### src/rtl/program_sequencer.sv
// program_sequencer: instruction-fetch stage in front of the instruction ROM.
// Owns the PC, registers the returned word for the decoder and redirects
// fetch on jump/call/return through a hardware return-address stack.
// Optional timed-NOP delay: define PROGRAM_SEQUENCER_NOP_DELAY_EN.
module program_sequencer #(
  parameter int unsigned ADDR_WIDTH  = 16,
  parameter int unsigned INSTR_WIDTH = 28,
  parameter int unsigned STACK_DEPTH = 8
`ifdef PROGRAM_SEQUENCER_NOP_DELAY_EN
  ,
  parameter logic [3:0]  NOP_OPCODE  = 4'h0
`endif
) (
  input  logic                   Clock,
  input  logic                   Reset,
  output logic [ADDR_WIDTH-1:0]  oAddress,
  input  logic [INSTR_WIDTH-1:0] iInstruction,
  output logic [INSTR_WIDTH-1:0] oInstruction,
  output logic [ADDR_WIDTH-1:0]  oInstrAddr,
  output logic                   oValid,
  input  logic                   iStall,
  input  logic                   iJump,
  input  logic                   iCall,
  input  logic                   iRet,
  input  logic [ADDR_WIDTH-1:0]  iTarget,
  output logic                   oStackOverflow,
  output logic                   oStackUnderflow
);

  // Pointer counts 0..STACK_DEPTH, so it needs one more state than the index.
  localparam int unsigned SP_W  = $clog2(STACK_DEPTH + 1);
  localparam int unsigned IDX_W = (STACK_DEPTH > 1) ? $clog2(STACK_DEPTH) : 1;

  logic [ADDR_WIDTH-1:0]  r_pc, w_pc_n;
  logic [INSTR_WIDTH-1:0] r_instr, w_instr_n;
  logic [ADDR_WIDTH-1:0]  r_instr_addr, w_instr_addr_n;
  logic                   r_valid, w_valid_n;
  logic [SP_W-1:0]        r_sp, w_sp_n;
  logic                   r_ovf, w_ovf_n;
  logic                   r_unf, w_unf_n;
  logic [ADDR_WIDTH-1:0]  r_stack [STACK_DEPTH];

  logic                   w_push;
  logic [IDX_W-1:0]       w_push_idx;
  logic [IDX_W-1:0]       w_top_idx;
  logic [ADDR_WIDTH-1:0]  w_push_data;
  logic                   w_full;
  logic                   w_fetch_ok;

`ifdef PROGRAM_SEQUENCER_NOP_DELAY_EN
  localparam int unsigned IMM_W = INSTR_WIDTH - 4;
  logic [IMM_W-1:0]       r_dly, w_dly_n;
  logic                   w_nop_load;
`endif

  assign oAddress        = r_pc;
  assign oInstruction    = r_instr;
  assign oInstrAddr      = r_instr_addr;
  assign oValid          = r_valid;
  assign oStackOverflow  = r_ovf;
  assign oStackUnderflow = r_unf;

  assign w_full      = (r_sp == SP_W'(STACK_DEPTH));
  assign w_push_idx  = IDX_W'(r_sp);
  assign w_top_idx   = IDX_W'(r_sp - SP_W'(1));
  assign w_push_data = r_instr_addr + ADDR_WIDTH'(1);

  // Next-state: redirect (ret > call > jump) beats stall beats sequential fetch.
  always_comb begin
    w_pc_n         = r_pc;
    w_instr_n      = r_instr;
    w_instr_addr_n = r_instr_addr;
    w_valid_n      = r_valid;
    w_sp_n         = r_sp;
    w_ovf_n        = r_ovf;
    w_unf_n        = r_unf;
    w_push         = 1'b0;
    w_fetch_ok     = 1'b1;
`ifdef PROGRAM_SEQUENCER_NOP_DELAY_EN
    w_dly_n    = r_dly;
    w_nop_load = r_valid
               && (r_instr[INSTR_WIDTH-1 -: 4] == NOP_OPCODE)
               && (r_instr[IMM_W-1:0] != '0);
    // The last delay cycle already fetches so exactly imm bubbles appear.
    if (r_dly != '0) begin
      w_dly_n    = r_dly - IMM_W'(1);
      w_fetch_ok = (r_dly == IMM_W'(1));
    end
`endif
    if (r_valid && iRet) begin
      w_valid_n = 1'b0;
      if (r_sp == '0) begin
        w_pc_n  = '0;
        w_unf_n = 1'b1;
      end else begin
        w_pc_n = r_stack[w_top_idx];
        w_sp_n = r_sp - SP_W'(1);
      end
    end else if (r_valid && iCall) begin
      w_valid_n = 1'b0;
      w_pc_n    = iTarget;
      if (w_full) begin
        w_ovf_n = 1'b1;
      end else begin
        w_push = 1'b1;
        w_sp_n = r_sp + SP_W'(1);
      end
    end else if (r_valid && iJump) begin
      w_valid_n = 1'b0;
      w_pc_n    = iTarget;
    end else if (iStall) begin
      w_valid_n = r_valid;
`ifdef PROGRAM_SEQUENCER_NOP_DELAY_EN
    end else if (w_nop_load) begin
      w_valid_n = 1'b0;
      w_dly_n   = r_instr[IMM_W-1:0];
`endif
    end else if (w_fetch_ok) begin
      w_instr_n      = iInstruction;
      w_instr_addr_n = r_pc;
      w_valid_n      = 1'b1;
      w_pc_n         = r_pc + ADDR_WIDTH'(1);
    end else begin
      w_valid_n = 1'b0;
    end
  end

  // State register with synchronous reset.
  always_ff @(posedge Clock) begin
    if (Reset) begin
      r_pc         <= '0;
      r_instr      <= '0;
      r_instr_addr <= '0;
      r_valid      <= 1'b0;
      r_sp         <= '0;
      r_ovf        <= 1'b0;
      r_unf        <= 1'b0;
`ifdef PROGRAM_SEQUENCER_NOP_DELAY_EN
      r_dly        <= '0;
`endif
    end else begin
      r_pc         <= w_pc_n;
      r_instr      <= w_instr_n;
      r_instr_addr <= w_instr_addr_n;
      r_valid      <= w_valid_n;
      r_sp         <= w_sp_n;
      r_ovf        <= w_ovf_n;
      r_unf        <= w_unf_n;
`ifdef PROGRAM_SEQUENCER_NOP_DELAY_EN
      r_dly        <= w_dly_n;
`endif
    end
  end

  // Return-address storage; contents are don't-care while the pointer is 0.
  always_ff @(posedge Clock) begin
    if (!Reset && w_push) begin
      r_stack[w_push_idx] <= w_push_data;
    end
  end

endmodule

### config.mk
export PLATFORM = sky130hd
export DESIGN_NAME = program_sequencer
export DESIGN_NICKNAME = d
export VERILOG_FILES = /design/src/rtl/program_sequencer.sv
export SDC_FILE = /design/constraint.sdc
export NUM_CORES = 1
export LEC_CHECK = 0
export CORE_MARGIN = 5
export CORE_UTILIZATION = 49
export DETAILED_ROUTE_END_ITERATION = 6
export GPL_TIMING_DRIVEN = 0
export PLACE_DENSITY_LB_ADDON = 0.05
export SETUP_SLACK_MARGIN = 0.2
export SYNTH_ARGS = -nofsm -noshare
export SYNTH_HDL_FRONTEND = slang
export SYNTH_SLANG_ARGS = --single-unit
### constraint.sdc
create_clock -name Clock -period 6.6 [get_ports Clock]
set_input_delay 1.65 -clock Clock [delete_from_list [all_inputs] [get_ports Clock]]
set_output_delay 1.65 -clock Clock [all_outputs]
set_load 0.005 [all_outputs]
Word level (Yosys, flattened, before mapping)
Memories as Yosys holds them, arrays and structs flattened.
Index checks and enable logic that the tools add are counted.
- flip-flop bits (word level): 67
- RAM bits: 128
- input bits: 50
- output and inout port bits: 63
- logic and storage cells: 46
- memories kept: 1
- memories (name ; depth ; width ; read ports ; clocked after Yosys merged registers in ; write ports ; line ; text):
    r_stack ; 8 ; 16 ; 1 ; 0 ; 1 ; 41 ; logic [ADDR_WIDTH-1:0] r_stack [STACK_DEPTH];
- add/sub/neg operators: 4
- equal/unequal tests: 4
- mux-type cells: 14
- bitwise gates (word level): 4
- reductions and logical operators: 12
- operator list (cell ; number):
    16-bit two-way mux ; 5
    16-bit by 1-bit adder with 16-bit output (second input constant) ; 2
    4-bit two-way mux ; 4
    3-bit AND reduction ; 2
    1-bit two-way mux ; 5
    4-bit by 1-bit adder with 4-bit output (second input constant) ; 1
    4-bit equality test (second input constant) ; 1
    1-bit logical AND ; 4
    4-bit logical NOT ; 1
    4-bit by 1-bit inequality test with 1-bit output (second input constant) ; 1
    1-bit inverter ; 4
    4-bit AND reduction ; 1
    4-bit OR reduction ; 1
    4-bit by 1-bit subtractor with 4-bit output (second input constant) ; 1
    2-bit by 1-bit inequality test with 1-bit output (second input constant) ; 1
    2-bit inequality test (second input constant) ; 1
    2-bit AND reduction ; 1
    2-bit nonzero test ; 1
    1-bit logical NOT ; 1

Logic depth before layout (Yosys ltp)
Gate-level depths: netlist (run 1).
- depth after elaboration: 7
- gate-level depth with buffers: 9
- depth with buffers taken out: 6

Least setup slack after synthesis (run 1)
OpenSTA, ideal clock, no wires.
- path kind: input port to flip-flop
- start point: input port iRet
- end point: memory r_stack[1][0] (enable)
- arrival time: 3584 ps
- required time: 6191 ps
- slack: 2606 ps
- stages: 5
- path buffers: 1
- cells stage by stage: buf_2 -> a21o_1 -> a211oi_1 -> nand2_1 -> nor3_1
- word-level cells in the longest chain between the ends: 5
- RTL lines (item ; line ; text):
    start: declaration ; 24 ; input logic iRet,
    1-bit logical AND ; 90 ; if (r_valid && iRet) begin
    1-bit two-way mux ; 90 ;
    1-bit logical AND ; 157 ; if (!Reset && w_push) begin
    1-bit two-way mux ; 157 ;
    1-bit two-way mux (not written as such) ; 158 ; r_stack[w_push_idx] <= w_push_data;
    end: declaration ; 41 ;
No other way between the ends.

Final worst setup path (run 1)
- start point: input port Reset
- end point: memory r_stack[1][9] (enable)
- word-level cells in the longest chain between the ends: 4
- RTL lines (item ; line ; text):
    start: declaration ; 15 ; input logic Reset,
    1-bit logical NOT ; 157 ;
    1-bit logical AND ; 157 ;
    1-bit two-way mux ; 157 ;
    1-bit two-way mux (not written as such) ; 158 ;
No other way between the ends.

==> results_dict.tcl, run 1 <==
set metrics [dict create \
    status "finished clean" \
    post_dp_cell_area_sq_um 9730 \
    drc_errors 0 \
    diodes 0 \
    crit_required_ps 6740 \
    place_congestion 0.796 \
    worstHoldPathCells 2 \
    ys_types 53 \
    die_h_microns 139 \
    clock-sinks 195 \
    cts_tree "built" \
    ys_warn_count 0 \
    synth.avg_cell_area_sq_um 12.9 \
    ys_async_sr_fraction_pct 0 \
    r2r_setup_slack_ps 3080 \
    crit_type "in2reg" \
    hp-start "oInstruction[10]" \
    synth_most_common_cell "edfxtp_1" \
    period_share_pct 55.7 \
    p_leak_nw 3.39 \
    io_buffers 110 \
    synth_seq_area_share_pct 63.6 \
    synth.largest_area_cell "edfxtp_1" \
    cts_root_buf "clkbuf_16" \
    min_to "oInstruction[10]" \
    grt_pass1_vias 5680 \
    fp.dieW_microns 139 \
    worstPathMaxFanout 8 \
    drt_iter0_drc 423 \
    synthToLayoutAreaGrowth_pct 25.7 \
    ant_nets 0 \
    crit_arrival_ps 3810 \
    start_kind "input pin" \
    skew_ps 6.24 \
    fill_cells 1269 \
    synth-edff-count 128 \
    grt_first_pass_wirelength_microns 33900 \
    routedWlPerCell_microns 22.1 \
    grt-ovfl-total 0 \
    grt_max_degree 17 \
    cts_hold_buffers 0 \
    syn_area_sq_um 8150 \
    synthFlopType "edfxtp_1" \
    hold_violations 0 \
    htreeDepth 4 \
    powerDensity_nw_per_um2 257 \
    cap_violations 0 \
    fp.dieArea_sq_um 19300 \
    viasPerCell 5.72 \
    ff2ff_path_depth 10 \
    grt_usage_pct 23.1 \
    min_period_ps 3670 \
    max_slew_margin_pct 29.6 \
    clock_latency_ps 430 \
    clkSlewWorstSetupHoldPaths_ps 70 \
    synthTopCellsByCount "edfxtp_1 (128), nand2_1 (111), dfxtp_1 (67)" \
    postCtsSetupBuffers 0 \
    dr.pass1.iters 5 \
    ctsResizeCount 0 \
    slew_viol_final 0 \
    numCtsBuffers 17 \
    final_nets 827 \
    initial_utilization_pct 49.5 \
    core-area_sq_um 16500 \
    num_rows 47 \
    min_path_type "reg2reg" \
    drt-total-wl_microns 22200 \
    synth_top_area_share_pct 47.2 \
    postLayoutCellArea_sq_um 10200 \
    critPathCaptureType "register" \
    rsz0062_at_grt "false" \
    tightest_slew_ps 1050 \
    synthTopCellsByArea "edfxtp_1 (47%), dfxtp_1 (16%), mux4_2 (8.0%), nand2_1 (5.1%), a21oi_1 (3.7%)" \
    setup_tns_ps 0 \
    vias 5753 \
    rr_endpoint "r_stack[1][9]" \
    r2r_start "r_sp[0]" \
    max_clock_freq_ghz 0.272 \
    ios 113 \
    setup_violations 0 \
    ys_ff_latch 195 \
    peakVddDrop_v 0.000184 \
    hpwl_microns 16100 \
    syn_inst 633 \
    cts.path.max_buffers 2 \
    drive_gt1_share_pct 13.0 \
    synth_fp_nets 688 \
    antenna_found_initial 0 \
]
==> through the flow <==
stage | util (%) | setup WS [ps] | total power [W] | hold slack, ps | instances
floorplan | - | 2610 | 0.00157 | 453 | 633
CTS | 62.2 | 2910 | 0.00265 | 457 | 1005
global placement | 57.9 | 914 | 0.00173 | 441 | 963
global route | 62.2 | 2790 | 0.00273 | 474 | 1005
detailed placement | 59.1 | 2460 | 0.00174 | 447 | 973
finish | 62.2 | 2930 | 0.00263 | 454 | 1005
==> power by group <==
part | switching, W | internal, W | leakage (nW)
clock | 0.000441 | 0.000477 | 0.239
sequential | 0.0000383 | 0.00133 | 1.73
combinational | 0.000179 | 0.000168 | 1.42
total | 0.000658 | 0.00198 | 3.39
==> worst max-delay path, cell delays in order <==
cell and delay [ps]:
clkbuf_1 200, a21o_1 360, a211oi_1 380, nand2_1 220, nor3_2 570, buf_6 250
buf_6 160
==> kinds of logic (layout without fill, tap and decap cells) <==
family	after synthesis	in the layout	synth area share (%)
buf+inv	44	196	2.38
compound gates	114	114	8.35
xor+xnor	22	22	2.59
simple gates	213	213	12.3
mux	40	40	9.96
fa+ha+maj	5	5	0.767
flops	195	195	63.6
==> how the worst max path moves through the flow <==
stage,startpoint,end,slack (ps)
detailed placement,Reset,r_stack[1][8],2460
global route,Reset,r_stack[1][9],2790
floorplan,iRet,r_stack[1][0],2610
finish,Reset,r_stack[1][9],2930
CTS,Reset,r_stack[1][9],2910
global placement,Reset,r_stack[1][8],910
==> registers in the layout, summed over array words and instances, names as in the netlist <==
name,cells
oInstrAddr,16
oStackOverflow,1
r_stack,128
oAddress,16
oStackUnderflow,1
oValid,1
oInstruction,28
r_sp,4
==> metal layers <==
layer | wire (microns) | share of wire [%] | track usage, % | vias up
met3 | 1600 | 7.2 | 5.28 | 38
li1 | - | - | - | 2647
met2 | 10500 | 47 | 37.5 | 247
met4 | 478 | 2.2 | 7.36 | 0
met5 | 0 | 0 | 0 | -
met1 | 9560 | 43 | 31.3 | 2821
==> cells in the final DEF (no fill, tap or decap), types with 4 or more instances in the layout <==
cell type / n
nand2b_1: 4
inv_1: 6
clkinvlp_4: 5
a32oi_1: 6
dfxtp_1: 67
a31oi_1: 9
ha_1: 5
clkdlybuf4s50_1: 110
nand2_1: 111
buf_6: 4
clkbuf_16: 17
buf_2: 17
xor2_1: 11
mux2i_1: 8
o21ai_0: 10
edfxtp_1: 128
a21o_1: 4
nor3_1: 8
mux4_2: 29
clkbuf_1: 16
xnor2_1: 10
a21oi_1: 61
nor2_1: 20
nor2_2: 6
or3_1: 8
nand4_1: 6
nor4_1: 6
nand3_1: 21
==> area by class of cell <==
| type | instances | area [sq um] | share of cell area [%] |
|---|---|---|---|
| Inverter | 7 | 26.3 | 0.256 |
| Clock inverter | 14 | 91.3 | 0.891 |
| Clock buffer | 18 | 429 | 4.19 |
| Tap cell | 220 | 275 | 2.69 |
| Sequential cell | 195 | 5180 | 50.6 |
| Buffer | 37 | 168 | 1.64 |
| Timing Repair Buffer | 120 | 1270 | 12.4 |
| Multi-Input combinational cell | 394 | 2800 | 27.3 |
Note: power is estimated with default switching activity, not from simulation.
==> run 2: changes to the inputs <==
==> constraint.sdc (replaced) <==
create_clock -name Clock -period 3 [get_ports Clock]
set_input_delay 0.75 -clock Clock [delete_from_list [all_inputs] [get_ports Clock]]
set_output_delay 0.75 -clock Clock [all_outputs]
set_load 0.005 [all_outputs]
==> run 2 against run 1 <==
Compared with the run above:
- worst setup slack got worse by 2600 ps
- routed wire length grew 3.6%
- sequential share of layout area fell by 1.1 points
- critical endpoint is now oAddress[2]
- via count is 1.8% higher
- non-clock buffer count is 13 higher
- critical path depth grew 1
- design area up 2.1%
- clock power rose by 140%
- sequential power rose by 120%
- largest power group unchanged
- combinational power is 120% higher
- first-iteration DRC count grew 14%
==> results_dict.tcl, run 2 (synthesis gave the netlist of run 1 again) <==
set metrics [dict create \
    synthToLayoutAreaGrowth_pct 28.4 \
    fill_cells 1262 \
    grt_pass1_vias 5896 \
    crit_type "reg2reg" \
    die_h_microns 139 \
    largest_reg_flops 128 \
    max_clock_freq_ghz 0.370 \
    period_share_pct 90.1 \
    numCtsBuffers 17 \
    final_util_pct 63.6 \
    drt-total-wl_microns 23000 \
    io_buffers 110 \
    postLayoutCellArea_sq_um 10500 \
    cts_root_buf "clkbuf_16" \
    initial_utilization_pct 49.5 \
    hold_violations 0 \
    min_period_ps 2700 \
    sw_frac_of_total_pct 23.7 \
    diodes 0 \
    htreeDepth 4 \
    drt_iter0_drc 481 \
    cts.path.max_buffers 2 \
    clock-sinks 195 \
    pwr-share-clk_pct 36.4 \
    multi_input_area_sq_um 2850 \
    critPathMostFrequentCell "buf_6" \
    worst_slack_ps 297 \
    clkSlewWorstSetupHoldPaths_ps 60 \
    dr.pass1.iters 5 \
    critPathCaptureType "register" \
    grt_first_pass_wirelength_microns 35100 \
    cts_hold_buffers 0 \
    crit_required_ps 3300 \
    post_dp_cell_area_sq_um 9690 \
    status "finished clean" \
    place_ws_ps -425 \
    worst_path_dominant_cell_family "simple AND/OR/NAND/NOR gates" \
    final_nets 840 \
    worstPathMaxFanout 10 \
    regMostFlops "r_stack" \
    comb_power_share_pct 13.0 \
    rsz0062_at_grt "false" \
    internal-power_w 0.00455 \
    mostFrequentLayoutCell "edfxtp_1" \
    tightest_slew_ps 1080 \
    cpPeakStageDelay_ps 830 \
    powerDensity_nw_per_um2 570 \
    start_kind "register" \
    core-area_sq_um 16500 \
    crit_buf_inv 3 \
    drc_errors 0 \
    fp.dieArea_sq_um 19300 \
    seqPwrFrac_pct 50.5 \
    p_sw_w 0.00141 \
    layout_common_cells "edfxtp_1 (128), clkdlybuf4s50_1 (110), nand2_1 (109), dfxtp_1 (67), a21oi_1 (61)" \
    place_congestion 0.779 \
    crit_chain "buf_6 > buf_6 > inv_1 > ha_1 > nor3b_1 > nor3_1 > a22oi_1 > a211oi_2" \
    skew_ps 10.3 \
    slew_viol_final 0 \
    clock_latency_ps 430 \
    holdWs_ps 452 \
    setup_tns_ps 0 \
    viasPerCell 5.75 \
    grt-ovfl-total 0 \
    max_slew_margin_pct 27.4 \
    routedWlPerCell_microns 22.6 \
    regArea_sq_um 5180 \
    drive_gt1_share_pct 14.9 \
    hpwl_microns 16300 \
    ios 113 \
    crit_arrival_ps 3000 \
    p_leak_nw 3.50 \
    min_path_type "reg2reg" \
    cap_violations 0 \
    peakVddDrop_v 0.000473 \
    vias 5857 \
    setup_violations 0 \
    antenna_found_initial 0 \
    grt_max_degree 17 \
    cts_tree "built" \
    num_rows 47 \
    fp.dieW_microns 139 \
    ant_nets 0 \
    grt_usage_pct 24.1 \
    slowest_stage "nor3b_1" \
]
==> run 2: changes by cell type in the layout (fill, tap and decap cells not counted), moves of 5 or more <==
cell / before / now
buf_4: 2 / 14
nor2_2: 6 / 0
nor2_4: 0 / 6
buf_8: 3 / 8
clkinvlp_4: 5 / 0
==> run 2: power by group through the flow <==
stage / Sequential, W / Combinational (W) / Clock, W
6_report: 0.00301 / 0.000777 / 0.00217
5_1_grt: 0.00302 / 0.000842 / 0.00232
4_1_cts: 0.00301 / 0.000777 / 0.00220
3_5_place_dp: 0.00307 / 0.000764 / 0
3_3_place_gp: 0.00307 / 0.000747 / 0
2_1_floorplan: 0.00305 / 0.000412 / 0
==> run 2: worst paths after layout <==
check                        from              end  slack, ps  cells past startpoint
setup reg to reg          r_sp[0]      oAddress[2]        300                      8
setup / recovery          r_sp[0]      oAddress[2]        300                      8
hold reg to reg   oInstruction[2]  oInstruction[2]        450                      2
hold / removal    oInstruction[2]  oInstruction[2]        450                      2
==> run 2: cell type report <==
cell class	count	area share [%]
plain buffers	37	1.76
clock buffers	28	5.26
clock inverters	4	0.191
inverters	7	0.251
multi-input cells	394	27.3
flip-flops and latches	195	49.5
well taps	220	2.63
repair buffers	133	13.1
==> run 2: worst register-to-register path, delay by kind of cell, from the launching register on <==
| kind | cells | cell delay [ps] |
|---|---|---|
| AND/OR/NAND/NOR | 2 | 1090 |
| AO/OA/AOI/OAI | 2 | 450 |
| buffers and inverters | 3 | 500 |
| flip-flops | 1 | 330 |
| adder cells (fa/ha/maj) | 1 | 210 |
==> run 2: routing by layer <==
layer  global-route usage, %  share of wire (%)  wire [microns]
met3                    6.07                7.4            1700
met2                    39.7                 49           11200
met5                       0                  0               0
met1                    31.7                 42            9630
met4                    7.72                1.9             448
==> run 2: metrics by stage <==
stage,std cells,total power (W)
floorplan,633,0.00346
global placement,963,0.00381
detailed placement,971,0.00383
CTS,1014,0.00599
global route,1018,0.00618
finish,1018,0.00597
==> run 2: timing repair <==
item,in CTS,in global routing
cloned,0,0
gates resized for setup,15,2
buffers inserted,11,4
setup endpoints to repair,145,121
pin swaps,8,5
==> run 3: changes to the inputs <==
--- a/config.mk
+++ b/config.mk
@@ -5,8 +5,11 @@
 export SDC_FILE = /design/constraint.sdc
 export NUM_CORES = 1
 export LEC_CHECK = 0
+export CELL_PAD_IN_SITES_DETAIL_PLACEMENT = 1
+export CELL_PAD_IN_SITES_GLOBAL_PLACEMENT = 1
+export CORE_ASPECT_RATIO = 0.6
 export CORE_MARGIN = 5
-export CORE_UTILIZATION = 49
+export CORE_UTILIZATION = 40
 export DETAILED_ROUTE_END_ITERATION = 6
 export GPL_TIMING_DRIVEN = 0
 export PLACE_DENSITY_LB_ADDON = 0.05
==> run 3 against run 2 <==
Compared with the run above:
- non-clock buffer count decreased by 9
- routed wire length increased by 9.5%
- clock power increased by 5%
- highest routed layer unchanged
- clock skew increased by 1.8 ps
- largest power group unchanged
- final cell count increased by 4.3%
- total power increased by 2.2%
- sequential share of layout area decreased by 0.053 points
- critical path type unchanged
- global-route usage decreased by 2.4 points
- die area increased by 21%
==> results_dict.tcl, run 3 (synthesis gave the netlist of run 1 again) <==
set metrics [dict create \
    start_kind "register" \
    synthToLayoutAreaGrowth_pct 28.5 \
    crit_arrival_ps 2800 \
    dr.pass1.iters 4 \
    die_h_microns 121 \
    peakVddDrop_v 0.000404 \
    p_leak_nw 3.46 \
    grt_pass1_vias 6104 \
    worstHoldPathCells 2 \
    slew_viol_final 0 \
    worst_slack_ps 345 \
    route.met3.wl_microns 1030 \
    min_to "oInstruction[5]" \
    htreeDepth 4 \
    fp.dieW_microns 194 \
    hold_violations 0 \
    cts_tree "built" \
    critPathCaptureType "register" \
    antenna_found_initial 0 \
    grt-ovfl-total 0 \
    layout_common_cells "edfxtp_1 (128), clkdlybuf4s50_1 (110), nand2_1 (109), dfxtp_1 (67), a21oi_1 (61)" \
    place_ws_ps -370 \
    routedWlPerCell_microns 23.7 \
    fill_cells 2048 \
    io_buffers 110 \
    drt-total-wl_microns 25200 \
    drc_errors 0 \
    core-area_sq_um 20000 \
    largest_reg_flops 128 \
    vias 5825 \
    r2r_setup_slack_ps 340 \
    postLayoutCellArea_sq_um 10500 \
    cts_root_buf "clkbuf_16" \
    final_util_pct 52.3 \
    numCtsBuffers 17 \
    grt_usage_pct 21.7 \
    cap_violations 0 \
    min_period_ps 2660 \
    viasPerCell 5.48 \
    diodes 0 \
    grt_first_pass_wirelength_microns 37500 \
    initial_utilization_pct 40.7 \
    rsz0062_at_grt "false" \
    final_nets 831 \
    drive_gt1_share_pct 15.0 \
    regMostFlops "r_stack" \
    period_share_pct 88.5 \
    clock-sinks 195 \
    min_path_type "reg2reg" \
    max_slew_margin_pct 50.5 \
    rr_endpoint "r_stack[3][11]" \
    crit_type "reg2reg" \
    worstPathMaxFanout 13 \
    num_rows 40 \
    clock_latency_ps 450 \
    dr_wl_met2_microns 11400 \
    max_clock_freq_ghz 0.377 \
    setup_violations 0 \
    regArea_sq_um 5180 \
    multi_input_area_sq_um 2860 \
    place_congestion 0.866 \
    tightest_slew_ps 738 \
    ios 113 \
    grt_max_degree 19 \
    mostFrequentLayoutCell "edfxtp_1" \
    post_dp_cell_area_sq_um 9790 \
    drt_iter0_drc 339 \
    ff2ff_path_depth 9 \
    fp.dieArea_sq_um 23400 \
    cts.path.max_buffers 2 \
    crit_required_ps 3140 \
    highest_layer "met4" \
    status "finished clean" \
    skew_ps 12.1 \
    clkSlewWorstSetupHoldPaths_ps 70 \
    met1Wirelength_microns 12400 \
    ant_nets 0 \
    hp-start "oInstruction[5]" \
    hpwl_microns 18600 \
    r2r_start "r_sp[0]" \
    powerDensity_nw_per_um2 582 \
]
==> run 3: cell count changes in the layout (fill, tap and decap cells not counted), moves of 3 or more <==
cell and change:
buf_8 -3, clkbuf_16 -3, clkbuf_1 -6, buf_16 +3, buf_12 -3, clkinv_4 +3, buf_4 -5, inv_6 +5
==> run 3: area by class of cell <==
class / instances / share of cell area [%]
inverters: 7 / 0.251
flip-flops and latches: 195 / 49.5
clock buffers: 17 / 4.06
multi-input cells: 394 / 27.3
clock inverters: 15 / 1.41
plain buffers: 37 / 1.77
repair buffers: 124 / 12.4
well taps: 273 / 3.26
==> run 3: repair_timing <==
action                                  4_1_cts  5_1_grt
endpoints found under the setup margin      145       94
buffers inserted                              5        1
pin swaps                                     4        3
resized for setup                            17        3
hold buffers                                  0        0
==> run 3: per-layer routing <==
| metal | global-route usage [%] | up-vias |
|---|---|---|
| li1 | - | 2656 |
| met1 | 31.5 | 3011 |
| met2 | 33.4 | 135 |
| met3 | 4.76 | 23 |
| met4 | 5.53 | 0 |
| met5 | 0 | - |
==> run 3: metrics by stage <==
| stage | cells | total power [W] | hold WS, ps | setup TNS (ps) |
|---|---|---|---|---|
| after floorplan | 633 | 0.00346 | 453 | 0 |
| after detailed placement | 1024 | 0.00386 | 447 | -23090 |
| final | 1062 | 0.00610 | 456 | 0 |
| after global routing | 1062 | 0.00631 | 481 | 0 |
| after CTS | 1061 | 0.00614 | 457 | 0 |
| after global placement | 1016 | 0.00383 | 444 | -126160 |
==> run 3: where the power goes <==
group	total (W)	leakage, nW	internal [W]	switching, W
Combinational	0.000799	1.45	0.000381	0.000418
Sequential	0.00302	1.73	0.00292	0.0000934
Clock	0.00228	0.279	0.00117	0.00111
Total	0.00610	3.46	0.00448	0.00162
==> run 3: worst max path at each step <==
stage	from	end	slack, ps
finish	r_sp[0]	r_stack[3][11]	340
global route	r_sp[0]	r_stack[0][11]	210
CTS	r_sp[0]	r_stack[6][15]	200
detailed placement	r_sp[0]	r_stack[7][15]	-370
global placement	r_sp[0]	r_stack[5][15]	-1040
floorplan	r_sp[0]	r_stack[7][0]	200
==> run 3: critical path, cell delays in order, from the launching register on <==
cell and delay (ps):
dfxtp_1 340, buf_4 230, buf_6 210, inv_1 130, ha_1 250, nor2b_1 170, a211oi_2 330, nand2_2 220
nor2_4 240, buf_8 220
==> RTL edit 1: new RTL, config.mk and constraints of run 3 <==
`r_pc` no longer has a reset.
--- a/src/rtl/program_sequencer.sv
+++ b/src/rtl/program_sequencer.sv
@@ -128,7 +128,6 @@
   // State register with synchronous reset.
   always_ff @(posedge Clock) begin
     if (Reset) begin
-      r_pc         <= '0;
       r_instr      <= '0;
       r_instr_addr <= '0;
       r_valid      <= 1'b0;
@@ -139,7 +138,6 @@
       r_dly        <= '0;
 `endif
     end else begin
-      r_pc         <= w_pc_n;
       r_instr      <= w_instr_n;
       r_instr_addr <= w_instr_addr_n;
       r_valid      <= w_valid_n;
@@ -152,6 +150,10 @@
     end
   end
 
+  always_ff @(posedge Clock) begin
+    r_pc <= w_pc_n;
+  end
+
   // Return-address storage; contents are don't-care while the pointer is 0.
   always_ff @(posedge Clock) begin
     if (!Reset && w_push) begin
Check against the original RTL: not equivalent (a bounded check fails within 4 cycles, from zero or initial values and one cycle with Reset high).
==> RTL edit 1 against run 3 <==
  * Area after synthesis is essentially flat
  * Highest routed layer unchanged
  * Fmax grew 0.26%
  * Setup slack gained 6.9 ps
  * Critical endpoint is now oAddress[15]
  * Routed wire length shrank 5.5%
  * Final cell count shrank 4.0%
  * Cell area grew 1.1%
  * Non-clock buffer count shrank 3
  * Total power grew 6.4%
  * First-iteration DRC count grew 16%
  * Critical path depth is the same
  * Sequential cell count is the same
  * Largest power group unchanged
==> RTL edit 1: results (changes against run 3) <==
fraction of area in multi-input gates=25.6% (-1.7 points); sequential element share of the synthesized area=65.5% (+1.9 points); GP Congestion=0.856 (-1.2%); Multi-Input Combinational=354 (-10%); top area cells in the synthesized netlist=sky130_fd_sc_hd__edfxtp_1 53%, sky130_fd_sc_hd__dfxtp_1 13%, sky130_fd_sc_hd__mux4_2 8.8%, sky130_fd_sc_hd__nand2_1 4.6%, sky130_fd_sc_hd__a21oi_1 3.0%; clock network fraction of design power=33.5% (-3.9 points); wire length on met1=11.5 mm (-7.4%); Total Wirelength=23.8 mm (-5.5%); DRT Pass-1 Iters=5 (+1); Unique masters post-synth=47 (-11%); non-clock buffer total of the final layout=158 (-1.9%); Met2 Routed Length=11.0 mm (-3.8%); number of warnings printed during yosys synthesis=0 (unchanged); number of enable flip-flop cells after synthesis=144 (+13%); count of port buffers added during placement=111 (+0.91%); number of antenna diodes=0 (unchanged); end of the worst register-to-register path=oAddress[15]; total vias in the final route=5524 (-5.2%); first-pass GRT wire length=35.7 mm (-4.7%); Synth Net Count=645 (-6.3%); fraction of layout instances using a drive strength above 1=17.0% (+2.0 points); maximum clock skew at final layout=14.0 ps (+1.89 ps); outcome=finished clean; portion of the layout cell area used by clock cells=5.21% (-0.26 points); vias in the first global route=5860 (-4.0%); Final #Nets=789 (-5.1%); P_clk=2.17 mW (-5%); largest stage delay on the critical path=360 ps (+20 ps); mux contribution to synthesized area=11.3% (+1.3 points); sequential power=3.22 mW (+6.6%); post-synthesis average cell area=13.8 sq um (+7.4%); DP Wirelength=17.5 mm (-5.7%); number of fill cells in the layout=1990 (-2.8%); per-cell routed wire length=23.3 microns (-1.6%); Leak Pwr=3.54 nW (+2.4%); CTS Buffer Depth=2 (unchanged); most common library cells after synthesis=144 x sky130_fd_sc_hd__edfxtp_1, 100 x sky130_fd_sc_hd__nand2_1, 51 x sky130_fd_sc_hd__dfxtp_1; sequential cell area share=50.5% (+0.99 points); Max stage delay cell, worst path=sky130_fd_sc_hd__dfxtp_1; internal portion of total power=4.69 mW (+4.7%); Max rail drop VDD=0.000419 V (+3.7%); cell total after placement=982 (-4.1%); startpoint-to-endpoint class of the critical path=reg2reg; transition time at the pin with the least slew margin=815 ps (+77.2 ps); Non-clock buffer share=15.2% (+0.97 points); all-layer global routing usage=20.5% (-1.2 points); xor and xnor fraction of the mapped netlist area=2.35% (-0.25 points); number of design-rule violations left by the first detailed-router iteration=392 (+16%); Top Layer Used=met4; area share of fa/ha/maj cells after synthesis=0.767% (about the same); worst endpoint data arrival time=2830 ps (+30 ps); critical-path maximum fanout=10 (-3); grt met3 use=4.26% (-0.50 points); TritonCTS Sinks=195 (unchanged); M2 GR Usage=31.6% (-1.8 points); Non-Clock Inverter Count=8 (+1); compound-gate portion of the synthesized area=6.76% (-1.6 points); amount of wire on met3 after detailed routing=1.11 mm (+7.7%)
==> RTL edit 1: stage by stage <==
step / cell area [sq um] / worst slack, ps
3_3_place_gp: 9620 / -993
5_1_grt: 10600 / 211
4_1_cts: 10500 / 163
6_report: 10600 / 351
2_1_floorplan: 8170 / 260
3_5_place_dp: 9820 / -728
==> RTL edit 1: repair_timing <==
item | in CTS | in global routing
gates resized for setup | 22 | 8
setup buffers | 5 | 1
setup endpoints to repair | 161 | 65
pin swaps | 5 | 1
==> RTL edit 1: how the worst min path moves through the flow <==
stage | slack, ps | to | start
2_1_floorplan | 450 | oInstruction[0] | oInstruction[0]
3_3_place_gp | 440 | oInstruction[15] | oInstruction[15]
3_5_place_dp | 450 | oInstruction[25] | oInstruction[25]
4_1_cts | 460 | oInstruction[25] | oInstruction[25]
5_1_grt | 490 | oInstruction[11] | oInstruction[11]
6_report | 460 | oInstruction[25] | oInstruction[25]
==> RTL edit 2: new RTL, flow settings as in run 3 <==
Made on the original files. Add a define of `PROGRAM_SEQUENCER_NOP_DELAY_EN`.
--- a/src/rtl/program_sequencer.sv
+++ b/src/rtl/program_sequencer.sv
@@ -2,6 +2,8 @@
 // Owns the PC, registers the returned word for the decoder and redirects
 // fetch on jump/call/return through a hardware return-address stack.
 // Optional timed-NOP delay: define PROGRAM_SEQUENCER_NOP_DELAY_EN.
+`define PROGRAM_SEQUENCER_NOP_DELAY_EN
+
 module program_sequencer #(
   parameter int unsigned ADDR_WIDTH  = 16,
   parameter int unsigned INSTR_WIDTH = 28,
Check against the original RTL: not equivalent (a bounded check fails within 4 cycles, from zero or initial values and one cycle with Reset high).
==> RTL edit 2 against run 3 <==
  * Synthesized cell count grew 36%
  * Fmax fell by 1.2%
  * Non-clock buffer count rose by 20
  * Routed wire length up 38%
  * Area after synthesis up 23%
  * Sequential cell count is 24 higher
  * Clock skew rose by 7.3 ps
  * Setup slack worse by 34 ps
  * Core utilization down 0.59 points
  * Sequential share of layout area shrank 4.6 points
  * Cell area grew 20%
  * Highest routed layer unchanged
Power is not compared: it rests on default switching activity, and its combinational part moved more than twofold at a synthesized area within 25%.
==> RTL edit 2: results (changes against run 3) <==
end of the worst register-to-register path=oAddress[13]; number of fill cells in the layout=2566 (+25%); GP Congestion=0.854 (-1.4%); CTS Buffer Depth=3 (+1); portion of the layout cell area used by clock cells=5.98% (+0.51 points); count of port buffers added during placement=109 (-0.91%); fraction of area in multi-input gates=32.8% (+5.4 points); cell total after placement=1302 (+27%); Post-Place Setup Slack=-779 ps (-409 ps); maximum level of the CTS H-tree=1 (-3); number of design-rule violations left by the first detailed-router iteration=693 (+100%); outcome=finished clean; Total Wirelength=34.8 mm (+38%); Clock buffer cells=26 (+9); sequential cell area share=44.9% (-4.6 points); Multi-Input Combinational=571 (+45%); vias in the first global route=7876 (+29%); CTS Buf Count=22 (+5); sequential element share of the synthesized area=56.6% (-7.0 points); maximum clock skew at final layout=19.5 ps (+7.35 ps); DRT Pass-1 Iters=5 (+1); critical-path maximum fanout=10 (-3); Non-clock buffer share=12.8% (-1.4 points); top area cells in the synthesized netlist=sky130_fd_sc_hd__edfxtp_1 38%, sky130_fd_sc_hd__dfxtp_1 18%, sky130_fd_sc_hd__mux4_2 7.2%, sky130_fd_sc_hd__a21oi_1 3.4%, sky130_fd_sc_hd__o21ai_0 3.2%; Worst Min Path Start=oStackUnderflow; per-cell routed wire length=25.8 microns (+9.0%); Final #Nets=1065 (+28%); fraction of layout instances using a drive strength above 1=15.4% (+0.47 points); transition time at the pin with the least slew margin=959 ps (+221 ps); DP Wirelength=25.6 mm (+38%)
[RTL edit 2: power by group through the flow]
| stage | clock (mW) | sequential [mW] | combinational, mW |
|---|---|---|---|
| floorplan | 0 | 3.90 | 2.51 |
| global placement | 0 | 4.08 | 3.70 |
| detailed placement | 0 | 4.08 | 3.76 |
| CTS | 2.98 | 4.03 | 3.81 |
| global route | 3.13 | 4.10 | 4.21 |
| finish | 2.93 | 4.05 | 3.88 |
[RTL edit 2: critical path: stages (launching register included)]
cell and delay (ps):
sky130_fd_sc_hd__dfxtp_1 350, sky130_fd_sc_hd__buf_6 180, sky130_fd_sc_hd__buf_8 190, sky130_fd_sc_hd__inv_1 120, sky130_fd_sc_hd__ha_2 320, sky130_fd_sc_hd__clkbuf_2 200, sky130_fd_sc_hd__clkbuf_8 250, sky130_fd_sc_hd__mux4_2 300
sky130_fd_sc_hd__mux2i_1 300, sky130_fd_sc_hd__o32a_1 240, sky130_fd_sc_hd__a221oi_1 80
[RTL edit 2: cell families (layout without fill, tap and decap cells)]
kind of cell,count (synthesis),count (layout),synth area share [%]
and+or+nand+nor,275,275,14.0
AOI/OAI and AO/OA,219,219,14.5
DFF,219,219,56.6
buffers and inverters,74,234,3.43
xor gates and xnor gates,35,35,3.06
muxes,35,35,7.51
adders and majority gates,7,7,0.875
[RTL edit 2: how the worst max path moves through the flow]
stage	to	slack (ps)	cells after the start
after floorplan	r_stack[7][0]	110	8
final	oAddress[13]	310	10
after detailed placement	oAddress[2]	-780	11
after CTS	r_stack[1][4]	230	9
after global placement	r_stack[3][15]	-1150	8
after global routing	oAddress[13]	180	10
[RTL edit 2: metal layers]
metal	vias up	global-route usage, %	routed length, microns
li1	3598	-	-
met1	4039	40.2	17900
met2	278	32.5	13800
met5	-	0	0
met4	0	3.68	473
met3	30	4.11	2500
